==> src/rtl/cart_unlock_host_if.sv <==
// Console/cart pin bundle for the mapper unlock initiator.
// master is the host view; slave is the console-plus-cart environment view.
interface cart_unlock_host_if;
  logic        start;
  logic [7:0]  sys_addr;
  logic        sys_cen;
  logic        sys_ssn;
  logic        SO;
  logic        cart_rstn;
  logic [7:0]  ADDR;
  logic        CEn;
  logic        SSn;
  logic        busy;
  logic        done;
  logic        ok;
  logic [1:0]  err;
  logic [15:0] payload;

  modport master (
    input  start, sys_addr, sys_cen, sys_ssn, SO,
    output cart_rstn, ADDR, CEn, SSn, busy, done, ok, err, payload
  );

  modport slave (
    output start, sys_addr, sys_cen, sys_ssn, SO,
    input  cart_rstn, ADDR, CEn, SSn, busy, done, ok, err, payload
  );
endinterface

==> src/rtl/cart_unlock_host.sv <==
// Cartridge mapper unlock initiator: pulses cart reset, presents 5A/A5 on ADDR,
// then captures a framed 16-bit serial response on SO and checks it.
module cart_unlock_host #(
  parameter int          RST_CYCLES = 4,
  parameter int          TIMEOUT    = 8,
  parameter logic [15:0] EXPECT     = 16'h28A0,
  parameter logic [7:0]  IDLE_ADDR  = 8'h00
) (
  input logic              CLK,
  input logic              RSTn,
  cart_unlock_host_if.master bus
);

  localparam int MAXC  = (RST_CYCLES > TIMEOUT) ? ((RST_CYCLES > 16) ? RST_CYCLES : 16)
                                                : ((TIMEOUT > 16) ? TIMEOUT : 16);
  localparam int CNT_W = $clog2(MAXC + 1);

  typedef enum logic [3:0] {
    S_IDLE, S_RESET, S_GAP, S_ACK, S_NAK, S_START, S_DATA, S_STOP, S_DONE
  } state_t;

  state_t             state_q, state_d;
  logic [CNT_W-1:0]   cnt_q, cnt_d;
  logic               done_q, done_d;
  logic               ok_q, ok_d;
  logic [1:0]         err_q, err_d;
  logic [15:0]        payload_q, payload_d;
  logic               busy;

  always_ff @(posedge CLK) begin
    if (!RSTn) begin
      state_q   <= S_IDLE;
      cnt_q     <= '0;
      done_q    <= 1'b0;
      ok_q      <= 1'b0;
      err_q     <= 2'd0;
      payload_q <= 16'h0000;
    end else begin
      state_q   <= state_d;
      cnt_q     <= cnt_d;
      done_q    <= done_d;
      ok_q      <= ok_d;
      err_q     <= err_d;
      payload_q <= payload_d;
    end
  end

  // cnt_q is shared: reset length, start-bit timeout, then payload bit index.
  always_comb begin
    state_d   = state_q;
    cnt_d     = cnt_q;
    done_d    = done_q;
    ok_d      = ok_q;
    err_d     = err_q;
    payload_d = payload_q;
    case (state_q)
      S_IDLE, S_DONE: begin
        if (bus.start) begin
          state_d   = S_RESET;
          cnt_d     = '0;
          done_d    = 1'b0;
          ok_d      = 1'b0;
          err_d     = 2'd0;
          payload_d = 16'h0000;
        end
      end
      S_RESET: begin
        if (cnt_q == CNT_W'(RST_CYCLES - 1)) begin
          state_d = S_GAP;
          cnt_d   = '0;
        end else begin
          cnt_d = cnt_q + 1'b1;
        end
      end
      S_GAP: state_d = S_ACK;
      S_ACK: state_d = S_NAK;
      S_NAK: begin
        state_d = S_START;
        cnt_d   = '0;
      end
      S_START: begin
        if (!bus.SO) begin
          state_d = S_DATA;
          cnt_d   = '0;
        end else if (cnt_q == CNT_W'(TIMEOUT - 1)) begin
          state_d = S_DONE;
          done_d  = 1'b1;
          err_d   = 2'd1;
        end else begin
          cnt_d = cnt_q + 1'b1;
        end
      end
      S_DATA: begin
        payload_d[cnt_q[3:0]] = bus.SO;
        if (cnt_q == CNT_W'(15)) begin
          state_d = S_STOP;
          cnt_d   = '0;
        end else begin
          cnt_d = cnt_q + 1'b1;
        end
      end
      S_STOP: begin
        state_d = S_DONE;
        done_d  = 1'b1;
        // A bad stop bit outranks a payload mismatch.
        if (bus.SO) begin
          err_d = 2'd2;
        end else if (payload_q != EXPECT) begin
          err_d = 2'd3;
        end else begin
          ok_d  = 1'b1;
          err_d = 2'd0;
        end
      end
      default: state_d = S_IDLE;
    endcase
  end

  always_comb begin
    busy          = (state_q != S_IDLE) && (state_q != S_DONE);
    bus.busy      = busy;
    bus.cart_rstn = (state_q != S_RESET);
    bus.CEn       = busy ? 1'b1 : bus.sys_cen;
    bus.SSn       = busy ? 1'b1 : bus.sys_ssn;
    bus.ADDR      = bus.sys_addr;
    if (busy) begin
      case (state_q)
        S_ACK:   bus.ADDR = 8'h5A;
        S_NAK:   bus.ADDR = 8'hA5;
        default: bus.ADDR = IDLE_ADDR;
      endcase
    end
  end

  assign bus.done    = done_q;
  assign bus.ok      = ok_q;
  assign bus.err     = err_q;
  assign bus.payload = payload_q;

endmodule

==> src/flat_wrapper.sv <==
// flat-port wrapper written by rule: the top's interface ports become plain ports
module cart_unlock_host_flat 
#(
  parameter int          RST_CYCLES = 4,
  parameter int          TIMEOUT    = 8,
  parameter logic [15:0] EXPECT     = 16'h28A0,
  parameter logic [7:0]  IDLE_ADDR  = 8'h00
)
  (CLK, RSTn, bus_start, bus_sys_addr, bus_sys_cen, bus_sys_ssn, bus_SO, bus_cart_rstn, bus_ADDR, bus_CEn, bus_SSn, bus_busy, bus_done, bus_ok, bus_err, bus_payload);
  cart_unlock_host_if bus_i ();
  input logic CLK;
  input logic RSTn;
  input wire logic [$bits(bus_i.start)-1:0] bus_start;
  input wire logic [$bits(bus_i.sys_addr)-1:0] bus_sys_addr;
  input wire logic [$bits(bus_i.sys_cen)-1:0] bus_sys_cen;
  input wire logic [$bits(bus_i.sys_ssn)-1:0] bus_sys_ssn;
  input wire logic [$bits(bus_i.SO)-1:0] bus_SO;
  output wire logic [$bits(bus_i.cart_rstn)-1:0] bus_cart_rstn;
  output wire logic [$bits(bus_i.ADDR)-1:0] bus_ADDR;
  output wire logic [$bits(bus_i.CEn)-1:0] bus_CEn;
  output wire logic [$bits(bus_i.SSn)-1:0] bus_SSn;
  output wire logic [$bits(bus_i.busy)-1:0] bus_busy;
  output wire logic [$bits(bus_i.done)-1:0] bus_done;
  output wire logic [$bits(bus_i.ok)-1:0] bus_ok;
  output wire logic [$bits(bus_i.err)-1:0] bus_err;
  output wire logic [$bits(bus_i.payload)-1:0] bus_payload;
  assign bus_i.start = bus_start;
  assign bus_i.sys_addr = bus_sys_addr;
  assign bus_i.sys_cen = bus_sys_cen;
  assign bus_i.sys_ssn = bus_sys_ssn;
  assign bus_i.SO = bus_SO;
  assign bus_cart_rstn = bus_i.cart_rstn;
  assign bus_ADDR = bus_i.ADDR;
  assign bus_CEn = bus_i.CEn;
  assign bus_SSn = bus_i.SSn;
  assign bus_busy = bus_i.busy;
  assign bus_done = bus_i.done;
  assign bus_ok = bus_i.ok;
  assign bus_err = bus_i.err;
  assign bus_payload = bus_i.payload;
  cart_unlock_host #(.RST_CYCLES(RST_CYCLES), .TIMEOUT(TIMEOUT), .EXPECT(EXPECT), .IDLE_ADDR(IDLE_ADDR)) u_core (.CLK(CLK), .RSTn(RSTn), .bus(bus_i));
endmodule
==> config.mk <==
export PLATFORM = sky130hd
export DESIGN_NAME = cart_unlock_host_flat
export DESIGN_NICKNAME = d
export VERILOG_FILES = /design/src/rtl/cart_unlock_host_if.sv /design/src/rtl/cart_unlock_host.sv /design/src/flat_wrapper.sv
export SDC_FILE = /design/constraint.sdc
export NUM_CORES = 1
export LEC_CHECK = 0
export ABC_AREA = 1
export CORE_MARGIN = 2
export CORE_UTILIZATION = 44
export DETAILED_ROUTE_END_ITERATION = 7
export MAX_ROUTING_LAYER = met4
export PLACE_DENSITY_LB_ADDON = 0.3
export REMOVE_ABC_BUFFERS = 1
export SLEW_MARGIN = 20
export SYNTH_ARGS = -nofsm -noshare
export SYNTH_HDL_FRONTEND = slang
export SYNTH_SLANG_ARGS = --single-unit
export TNS_END_PERCENT = 100
==> constraint.sdc <==
create_clock -name CLK -period 1.7 [get_ports CLK]
set_clock_uncertainty 0.2 [all_clocks]
set_input_delay 0.255 -clock CLK [delete_from_list [all_inputs] [get_ports CLK]]
set_output_delay 0.255 -clock CLK [all_outputs]
set_load 0.02 [all_outputs]
== After elaboration in Yosys (flattened, before gate mapping) ==
Cells that the tools add are included.
Word-level totals
  register bits: 29
  input port bits: 14
  output and inout bits: 32
  word-level logic and storage cells: 80
Operators by class
  add/subtract/negate cells: 1
  order comparisons: 2
  equal/unequal tests: 23
  multiplexer cells: 34
  reductions and logical operators: 14
Operators with widths (count)
  $pmux 16 s2: 1
  $pmux 4 s8: 1
  $mux 5: 5
  $pmux 5 s5: 1
  $mux 4: 5
  $bwmux 16: 1
  $eq 4x3->1 const B: 4
  $mux 16: 1
  $ne 16x14->1 const B: 1
  $pmux 8 s2: 1
  $reduce_and 4->1: 3
  $mux 2: 5
  $eq 4x2->1 const B: 2
  $mux 1: 8
  $mux 8: 1
  $ne 2x2->1 const B: 4
  $ne 2x1->1 const B: 3
  $pmux 2 s3: 1
  $add 5x1->5 const B: 1
  $eq 5x2->1 const B: 1
  $eq 5x3->1 const B: 1
  $eq 5x4->1 const B: 1
  $lt 4x5->1 const B: 1
  $reduce_bool 5->1: 1
  18 further kinds: 20

== Longest topological paths before layout ==
Gate-level depths: netlist (run 1).
  word-level depth: 6
  mapped depth: 10
  mapped depth without buffers: 10

== Worst setup path after synthesis (run 1) ==
OpenSTA, ideal clock, no wires.
  kind: flip-flop to flip-flop
  start point: register u_core.cnt_q[0]
  end point: register u_core.cnt_q[4]
  library setup time: 0.070 ns
  arrival: 1.561 ns
  data required time: 1.430 ns
  slack: -0.131 ns
  stages on the path, launching flop included: 11
  path buffers: 0
  clock period less this slack: 1.831 ns
  cells stage by stage: dfxtp_1 ha_1 inv_1 nor2_2 inv_1 ha_1 inv_1 nand3_1 nand3_1 nand3_1 a21oi_1
Between the ends
  cells in the longest elaborated chain, start to end: 4
  elaborated cells between the ends (all ways): 11
  classes of those cells: add/sub (1); eq/ne (4); mux (5); reduce/logical (1)
RTL lines
  from (decl): RTL line cart_unlock_host.sv:23  | logic [CNT_W-1:0] cnt_q, cnt_d;
  from (signal assigned): RTL line cart_unlock_host.sv:40  | cnt_q <= cnt_d;
  $add 5x1->5: RTL line cart_unlock_host.sv:72, cart_unlock_host.sv:90, cart_unlock_host.sv:99
  $mux 5: RTL line cart_unlock_host.sv:85  | end else if (cnt_q == CNT_W'(TIMEOUT - 1)) begin
  $mux 5: RTL line cart_unlock_host.sv:82  | if (!bus.SO) begin
  $pmux 5 s5: RTL line cart_unlock_host.sv:56  | case (state_q)
Several ways; a longest one is shown, not always the timed one. The select of a mux whose other input is x is not followed.
A chain may end at the register's enable or synchronous reset.

== Worst setup path after layout (run 1) ==
  start point: register u_core.cnt_q[0]
  end point: register u_core.state_q[0]
Between the ends
  cells in the longest elaborated chain, start to end: 3
  elaborated cells between the ends (all ways): 7
  classes of those cells: eq/ne (6); reduce/logical (1)
RTL lines
  $eq 5x3->1, or another cell as far along: RTL line cart_unlock_host.sv:85
  $ne 3x2->1 (no source line) / $ne 2x1->1 (equally long branches)
  $reduce_and 4->1 (no source line) (*)
  to (signal assigned): RTL line cart_unlock_host.sv:39  | state_q <= state_d;
  to (decl): RTL line cart_unlock_host.sv:22  | state_t state_q, state_d;
Every way passes the cells marked *; elsewhere a longest branch is shown, timed or not.

==> results.txt, run 1 <==
The checks that failed: negative setup slack. The number of antenna repair diodes is 0. In this run the number of H-tree levels came out at 2. The clock reaches the later pin of the worst-skew pair after 280 ps.

The filler cell count in the final layout came out at 325. The global-route wire length before repair came out at a little over 9 mm. The worst-case headroom to the max-slew limit is 0.749.

The number of primary I/O pins is 46. Data on the critical path is required at its endpoint by roughly 1700 ps. The number of global-route vias before repair is around 2100. The number of standard cells after synthesis came out at slightly above 300.

The critical path in this run is classified as reg -> reg. The most common library cell in the layout ignoring fill and taps is sky130_fd_sc_hd__nand2_1. The worst setup path is launched from a flop. The max-slew violation count came out at 0. The number of endpoints with negative hold slack in the final report is 0. Among all stages on the critical path, the largest delay is contributed by sky130_fd_sc_hd__dfxtp_2. In this run the worst path has a maximum fanout of 5. Summing over every cut layer, the via total after detailed routing is 2376.

The depth of the worst register-to-register path came out at 10. The area inside the core boundary is slightly above 0.004 mm². The signal on the critical path passes through ha_4 > buf_6 > buf_4 > nand3_1 > nand2_2 > nand2_2 > nor2_4 > nand2_1 > nand2_1 > nor2_1. The global placer's final weighted congestion came out at slightly above 0.9. The effective utilization at floorplan is 0.465.

In this run the clock root is driven by a sky130_fd_sc_hd__clkbuf_8. The worst hold path belongs to the class reg -> reg. After detailed routing, the number of remaining DRC violations is 0. Input and output buffers added on the ports amount to 45. The instance area at placement came out at about 0.0026 mm².

The number of placement rows came out at 23. The number of cells in the finished layout apart from fillers came out at approximately 450. The top cell types in the final layout, fill and taps aside, are 88 x sky130_fd_sc_hd__nand2_1, 49 x sky130_fd_sc_hd__buf_4, 38 x sky130_fd_sc_hd__nor2_1. After detailed routing, the average wire length per cell comes to 13.6 µm. The area of the multi-input gates is roughly 0.0013 mm². The synthesized design contains 29 register bits.

The total wire length is 6.08 mm. The sum of net half-perimeters after detailed placement is between 3 and 4 mm. In this run the horizontal extent of the chip is roughly 70 µm. For this run, the total global-route usage over all layers was measured as 0.237.

The remaining antenna violation count after routing came out at 0. The minimum clock period after layout is 1790 ps. The maximum clock frequency is roughly 560 MHz. The die is around 70 µm tall. The number of nets in the finished design is between 400 and 500. Setup violations remaining at the end of the flow were counted as 7. Counting the buffers created by CTS gives 5.

The worst hold path begins at u_core.bus.ok$_SDFFE_PN0P_. STA classifies the critical path endpoint as a flop. The setup slack at placement is -224 ps. The transition time of the tightest slew-check pin is ~370 ps. Setup repair after global routing could not meet its margin everywhere. The standby leakage power came out at around 1.5 nW. The number of hold buffers added after CTS came out at 0. The clock sink total came out at 29. The maximum count of clock buffers along a single path is 2. The met3 routing resource usage after global routing came out at 0.0610. The yosys synthesis warning count is 0. The maximum VDD drop is 0.000759 V. The count of maximum capacitance violations came out at 0.

The cell total after placement came out at around 430. TritonCTS built the clock tree. The aggregate global routing overflow is 0.

The global routing met1 resource utilization is 0.294. The number of distinct library cells after synthesis is 24. Entering global routing, the biggest net connects 24 pins. In this run the most used layer during global routing was met2. The run finished, with violations left. The capturing point of the worst reg2reg path is u_core.state_q[0]$_SDFFE_PN0P_. The power per cell area came out at ~1200 mW/mm².

Of the available clock period, the critical path in the final layout requires 1.05. The average instance in the mapped netlist occupies around 6.3 µm². The sequential area share after synthesis is 0.305.

The destination of the critical timing path is u_core.state_q[0]$_SDFFE_PN0P_. The first-iteration detailed-routing DRC count is roughly 170. The clock-pin slew reported for the worst setup and hold paths after clock tree synthesis is around 60 ps. In this run the critical register-to-register path is launched from u_core.cnt_q[0]$_SDFFE_PN0P_.

The proportion of layout cells with a drive suffix above 1 is 0.319. The cell area that synthesis handed to floorplanning was between 0.0015 and 0.002 mm². In the post-route analysis, the smallest setup slack over all paths is -89.5 ps.

The delay of the slowest critical-path stage is around 350 ps. The area occupied by registers is 596 µm². The startpoint of the most critical setup path is u_core.cnt_q[0]$_SDFFE_PN0P_. The initial antenna violation count came out at 0. The worst endpoint data arrival time is around 1800 ps. The number of detailed-routing iterations run before antenna repair came out at 5. The area of the die is a little under 0.005 mm².

The slack of the worst reg-to-reg path came out at -90 ps. The mean number of vias per cell is ~5.3. The final instance area came out at 0.00296 mm². The area growth from synthesis to layout came out at 55.8%. The met2 track utilization from global routing came out at 0.385.
final cells by class:
type                       instances  share of cell area
clock inverter                     2             0.00338
timing repair inverter             1             0.00169
inverter                          27              0.0372
timing repair buffer              92               0.277
multi-input combinational        241               0.434
clock buffer                       6              0.0245
sequential                        29               0.201
tap                               50              0.0211
timing repair:
action	CTS	global route
pin swaps	6	15
endpoints found under the setup margin	31	44
gates resized for setup	74	67
buffers inserted	2	10
gates cloned	0	2
where the power goes:
group / internal, W / switching [W] / leakage [nW] / total (W)
Clock: 0.000283 / 0.000268 / 0.0450 / 0.000551
Sequential: 0.000754 / 0.0000484 / 0.239 / 0.000802
Combinational: 0.000914 / 0.00127 / 1.18 / 0.00218
cells in the mapped netlist, drive strengths merged:
| master | number | area share |
|---|---|---|
| or2 | 2 | 0.0066 |
| inv | 26 | 0.053 |
| nand3 | 24 | 0.068 |
| clkbuf | 3 | 0.0059 |
| clkinv | 1 | 0.0026 |
| dfxtp | 29 | 0.31 |
| o21ai | 23 | 0.061 |
| ha | 5 | 0.033 |
| nand3b | 1 | 0.0039 |
| nand4 | 4 | 0.013 |
| buf | 5 | 0.026 |
| nand2 | 101 | 0.22 |
| nor2 | 54 | 0.13 |
| a21oi | 25 | 0.066 |
| nor3 | 1 | 0.0026 |
worst min-delay path by stage:
stage | endpoint | slack, ps | cells after the start
final | u_core.bus.ok$_SDFFE_PN0P_ | 240 | 2
after global routing | u_core.bus.err[1]$_SDFFE_PN0P_ | 270 | 2
after CTS | u_core.bus.ok$_SDFFE_PN0P_ | 250 | 2
after detailed placement | u_core.bus.ok$_SDFFE_PN0P_ | 240 | 2
after global placement | u_core.bus.ok$_SDFFE_PN0P_ | 230 | 2
after floorplan | u_core.state_q[0]$_SDFFE_PN0P_ | 180 | 2
per-stage QoR:
stage,hold slack [ps],total power [W],util,TNS [ps]
CTS,248,0.00315,0.663,-51.6
detailed placement,239,0.00266,0.646,-2210
global placement,234,0.00263,0.646,-1990
floorplan,175,0.00190,-,-129
finish,244,0.00353,0.725,-243
global route,274,0.00376,0.725,-1350
routing by layer:
layer / routed length, µm / up-vias
met3: 438 / 24
met2: 2920 / 104
met4: 183 / 0
li1: - / 1159
met1: 2540 / 1089
met5: 0 / -
flip-flops by register name, indices dropped and copies added, names as in the netlist:
signal,flops
u_core.bus.err,2
u_core.bus.ok,1
u_core.state_q,4
u_core.cnt_q,5
u_core.bus.payload,16
u_core.bus.done,1
worst max-delay path: cells and delay by family (launching register included):
kind | cells | cell delay (ps)
and+or+nand+nor | 7 | 790
DFF | 1 | 350
buffers and inverters | 2 | 200
adders and majority gates | 1 | 160
cell families (layout without fill, tap and decap cells):
| group | count (synthesis) | after routing | synth area share |
|---|---|---|---|
| buffers and inverters | 35 | 128 | 0.0875 |
| AND/OR/NAND/NOR | 187 | 188 | 0.448 |
| adder cells (fa/ha/maj) | 5 | 5 | 0.0329 |
| flip-flops | 29 | 29 | 0.305 |
| AO/OA/AOI/OAI | 48 | 48 | 0.126 |
No activity file was read; power rests on OpenSTA's default activity.
==> run 2, diff against run 1 <==
--- a/config.mk
+++ b/config.mk
@@ -9,10 +9,10 @@
 export CORE_MARGIN = 2
 export CORE_UTILIZATION = 44
 export DETAILED_ROUTE_END_ITERATION = 7
+export GPL_ROUTABILITY_DRIVEN = 1
 export MAX_ROUTING_LAYER = met4
 export PLACE_DENSITY_LB_ADDON = 0.3
 export REMOVE_ABC_BUFFERS = 1
-export SLEW_MARGIN = 20
 export SYNTH_ARGS = -nofsm -noshare
 export SYNTH_HDL_FRONTEND = slang
 export SYNTH_SLANG_ARGS = --single-unit
==> results of run 2 <==
Same layout as run 1: the final DEF is identical, and so are final timing and power.
==> run 3, diff against run 2 <==
--- a/config.mk
+++ b/config.mk
@@ -7,7 +7,7 @@
 export LEC_CHECK = 0
 export ABC_AREA = 1
 export CORE_MARGIN = 2
-export CORE_UTILIZATION = 44
+export CORE_UTILIZATION = 28
 export DETAILED_ROUTE_END_ITERATION = 7
 export GPL_ROUTABILITY_DRIVEN = 1
 export MAX_ROUTING_LAYER = met4
==> run 3 against run 2 <==
The run now ends clean. Die area rose by 54%. Highest routed layer unchanged. First-iteration DRC count is 5.4% lower. Critical path type unchanged. Sequential power is 1% higher. Sequential share of layout area decreased by 0.77 points. Setup slack improved by 100 ps. Final cell count up 7.1%. Clock power up 0.9%. Critical endpoint is now u_core.state_q[1]$_SDFFE_PN0P_.
==> results.txt, run 3 (synthesis gave the netlist of run 1 again) <==
The maximum clock frequency came out at 593 MHz (+6.1%). The count of maximum capacitance violations is 0 (unchanged). The mean number of vias per cell came out at 4.60 (-13%). The transition time of the tightest slew-check pin came out at 297 ps (-76.6 ps). The worst-case headroom to the max-slew limit came out at 0.800 (+0.0516). The number of flip-flops in the largest register is 16 (unchanged). The max-slew violation count came out at 0 (unchanged). The maximum count of clock buffers along a single path is 2 (unchanged). The startpoint type of the worst setup path is a flop.

The combinational cell fraction of total power is 0.620 (+0.003). The required time at the endpoint of the critical path is 1680 ps (about the same). The clock tree root buffer cell is sky130_fd_sc_hd__clkbuf_8.

The total clock buffers created by CTS is 5 (unchanged). The aggregate global routing overflow is 0 (unchanged). The net switching power was 0.00159 W (+0.19%). The worst hold path belongs to the class reg -> reg.

The filler cell count in the final layout came out at 673 (+110%). The detail-routed net length per standard cell came out at 11.9 µm (-13%). The total wire length is 5.69 mm (-6.5%). The accumulated negative setup slack is 0 ps (+243 ps). The portion of the clock cycle consumed by the worst path in the final layout is 0.992 (-0.0603). The setup-violating endpoint count in the final report came out at 0 (-7). The clock sink total is 29 (unchanged).

The switching share of total power is 0.441 (-0.00674). The part of the power in the clock network came out at 0.155 (about the same). The clock network latency to the later pin of the worst-skew pair is 290 ps (about the same).

The cell-internal power is 0.00201 W (+3.0%). The sum of net half-perimeters after detailed placement is 4.12 mm (+7.6%). The count of input and output buffers was 45 (unchanged). The area of the die came out at 0.00747 mm² (+54%).

The number of antenna repair diodes was 0 (unchanged). The slack of the worst reg-to-reg path came out at 10 ps (+100 ps). The global placer's final weighted congestion is 0.880 (-4.0%).

The area growth from synthesis to layout is 61.0%. The minimum clock period after layout was 1690 ps (-103 ps). The number of detailed-routing iterations run before antenna repair came to 4 (-1). The initial antenna violation count was 0 (unchanged). The area of the multi-input gates came out at 0.00134 mm² (+3.9%).

The worst hold slack is 246 ps (+1.64 ps). The global-route wire length before repair was 9.34 mm (+1.7%). The number of endpoints with negative hold slack in the final report is 0 (unchanged). The number of placement rows is 30 (+30%).

The die width is 86.4 µm (+24%). The die height is 86.4 µm (+24%). The run finished with clean final reports. The number of primary I/O pins is 46 (unchanged).

The global-route total usage across every layer is 0.158 (-0.0794). The area inside the core boundary came out at 0.00668 mm² (+64%). The standby leakage power is 1.46 nW (-0.21%). The number of hold buffers added after CTS was 0 (unchanged). The power per cell area was 1170 mW/mm² (-1.6%). The number of nets in the finished design was 418 (+0.48%). The worst setup path is captured at a flop. The largest net degree at the start of global routing is 24 (unchanged). The worst endpoint data arrival time is 1670 ps (-100 ps). The maximum level of the CTS H-tree is 2 (unchanged). The part of the power in registers is 0.225 (-0.002).

The library cell used most frequently in the layout, excluding fill and tap cells, is sky130_fd_sc_hd__nand2_1. The cell total after placement is 464 (+8.9%). The proportion of layout cells with a drive suffix above 1 is 0.343 (+0.0234). TritonCTS built the clock tree. The area occupied by registers is 592 µm² (-0.63%).

The setup path with the least slack is of type reg -> reg. The clock-pin slew reported for the worst setup and hold paths after clock tree synthesis is 60 ps (about the same). The routed via count was 2208 (-7.1%). The maximum VDD drop is 0.000330 V (-56%). The effective utilization at floorplan came to 0.285 (-0.181).

The number of cells in the finished layout apart from fillers came out at 480 (+7.1%). The top cell types in the final layout, fill and taps aside, are 86 x sky130_fd_sc_hd__nand2_1, 43 x sky130_fd_sc_hd__buf_4, 39 x sky130_fd_sc_hd__nor2_1. The remaining antenna violation count after routing came out at 0 (unchanged). The number of global-route vias before repair is 2061 (-1.1%). The first-iteration detailed-routing DRC count was 159 (-5.4%). The maximum fanout count along the critical path came out at 5 (unchanged). The DRC violation count after routing came out at 0 (unchanged). Setup repair after global routing could not meet its margin everywhere.
-- run 3: final timing paths --
path / from / endpoint / depth (start not counted)
worst min register to register: u_core.bus.ok$_SDFFE_PN0P_ / u_core.bus.ok$_SDFFE_PN0P_ / 2
worst max register to register: u_core.cnt_q[3]$_SDFFE_PN0P_ / u_core.state_q[1]$_SDFFE_PN0P_ / 9
worst min-delay path: u_core.bus.ok$_SDFFE_PN0P_ / u_core.bus.ok$_SDFFE_PN0P_ / 2
worst max-delay path: u_core.cnt_q[3]$_SDFFE_PN0P_ / u_core.state_q[1]$_SDFFE_PN0P_ / 9
-- run 3: critical path, stage by stage, from the launching register on --
cell	delay [ps]
sky130_fd_sc_hd__dfxtp_1	360
sky130_fd_sc_hd__buf_4	160
sky130_fd_sc_hd__inv_1	60
sky130_fd_sc_hd__nand4_1	210
sky130_fd_sc_hd__nand3_1	160
sky130_fd_sc_hd__nand2_2	110
sky130_fd_sc_hd__nor2_4	160
sky130_fd_sc_hd__nand2_1	70
sky130_fd_sc_hd__nand2_1	60
sky130_fd_sc_hd__nor2_1	40
-- run 3: layout make-up --
class / instances / area share
Clock buffer: 6 / 0.0237
Clock inverter: 2 / 0.00327
Inverter: 27 / 0.0364
Multi-Input combinational cell: 242 / 0.436
Sequential cell: 29 / 0.193
Tap cell: 80 / 0.0327
Timing Repair Buffer: 93 / 0.273
Timing Repair inverter: 1 / 0.00163
-- run 3: power by group through the flow --
| stage | sequential (W) | combinational [W] | clock (W) |
|---|---|---|---|
| after floorplan | 0.000863 | 0.00104 | 0 |
| after global placement | 0.000799 | 0.00195 | 0 |
| after detailed placement | 0.000800 | 0.00196 | 0 |
| after CTS | 0.000803 | 0.00194 | 0.000571 |
| after global routing | 0.000818 | 0.00242 | 0.000604 |
| final | 0.000810 | 0.00223 | 0.000556 |
-- run 3: metrics by stage --
stage	power (W)	setup slack [ps]	instance area, µm²	util
2_1_floorplan	0.00190	-129	1840	-
3_3_place_gp	0.00275	-221	2740	0.410
3_5_place_dp	0.00276	-226	2740	0.410
4_1_cts	0.00332	0.610	2810	0.421
5_1_grt	0.00384	-76.2	3060	0.458
6_report	0.00359	13.0	3060	0.458
-- run 3: layer usage --
metal	track usage	vias up	part of all wire
li1	-	1169	-
met4	0.0483	0	0.012
met3	0.0286	7	0.026
met5	-	-	0
met1	0.209	997	0.49
met2	0.244	35	0.47
-- run 3: what timing repair did --
item                                    4_1_cts  5_1_grt
setup buffers                                 2        3
endpoints found under the setup margin       47       43
pin swaps                                     6       24
cloned                                        1        2
gates resized for setup                      81       70
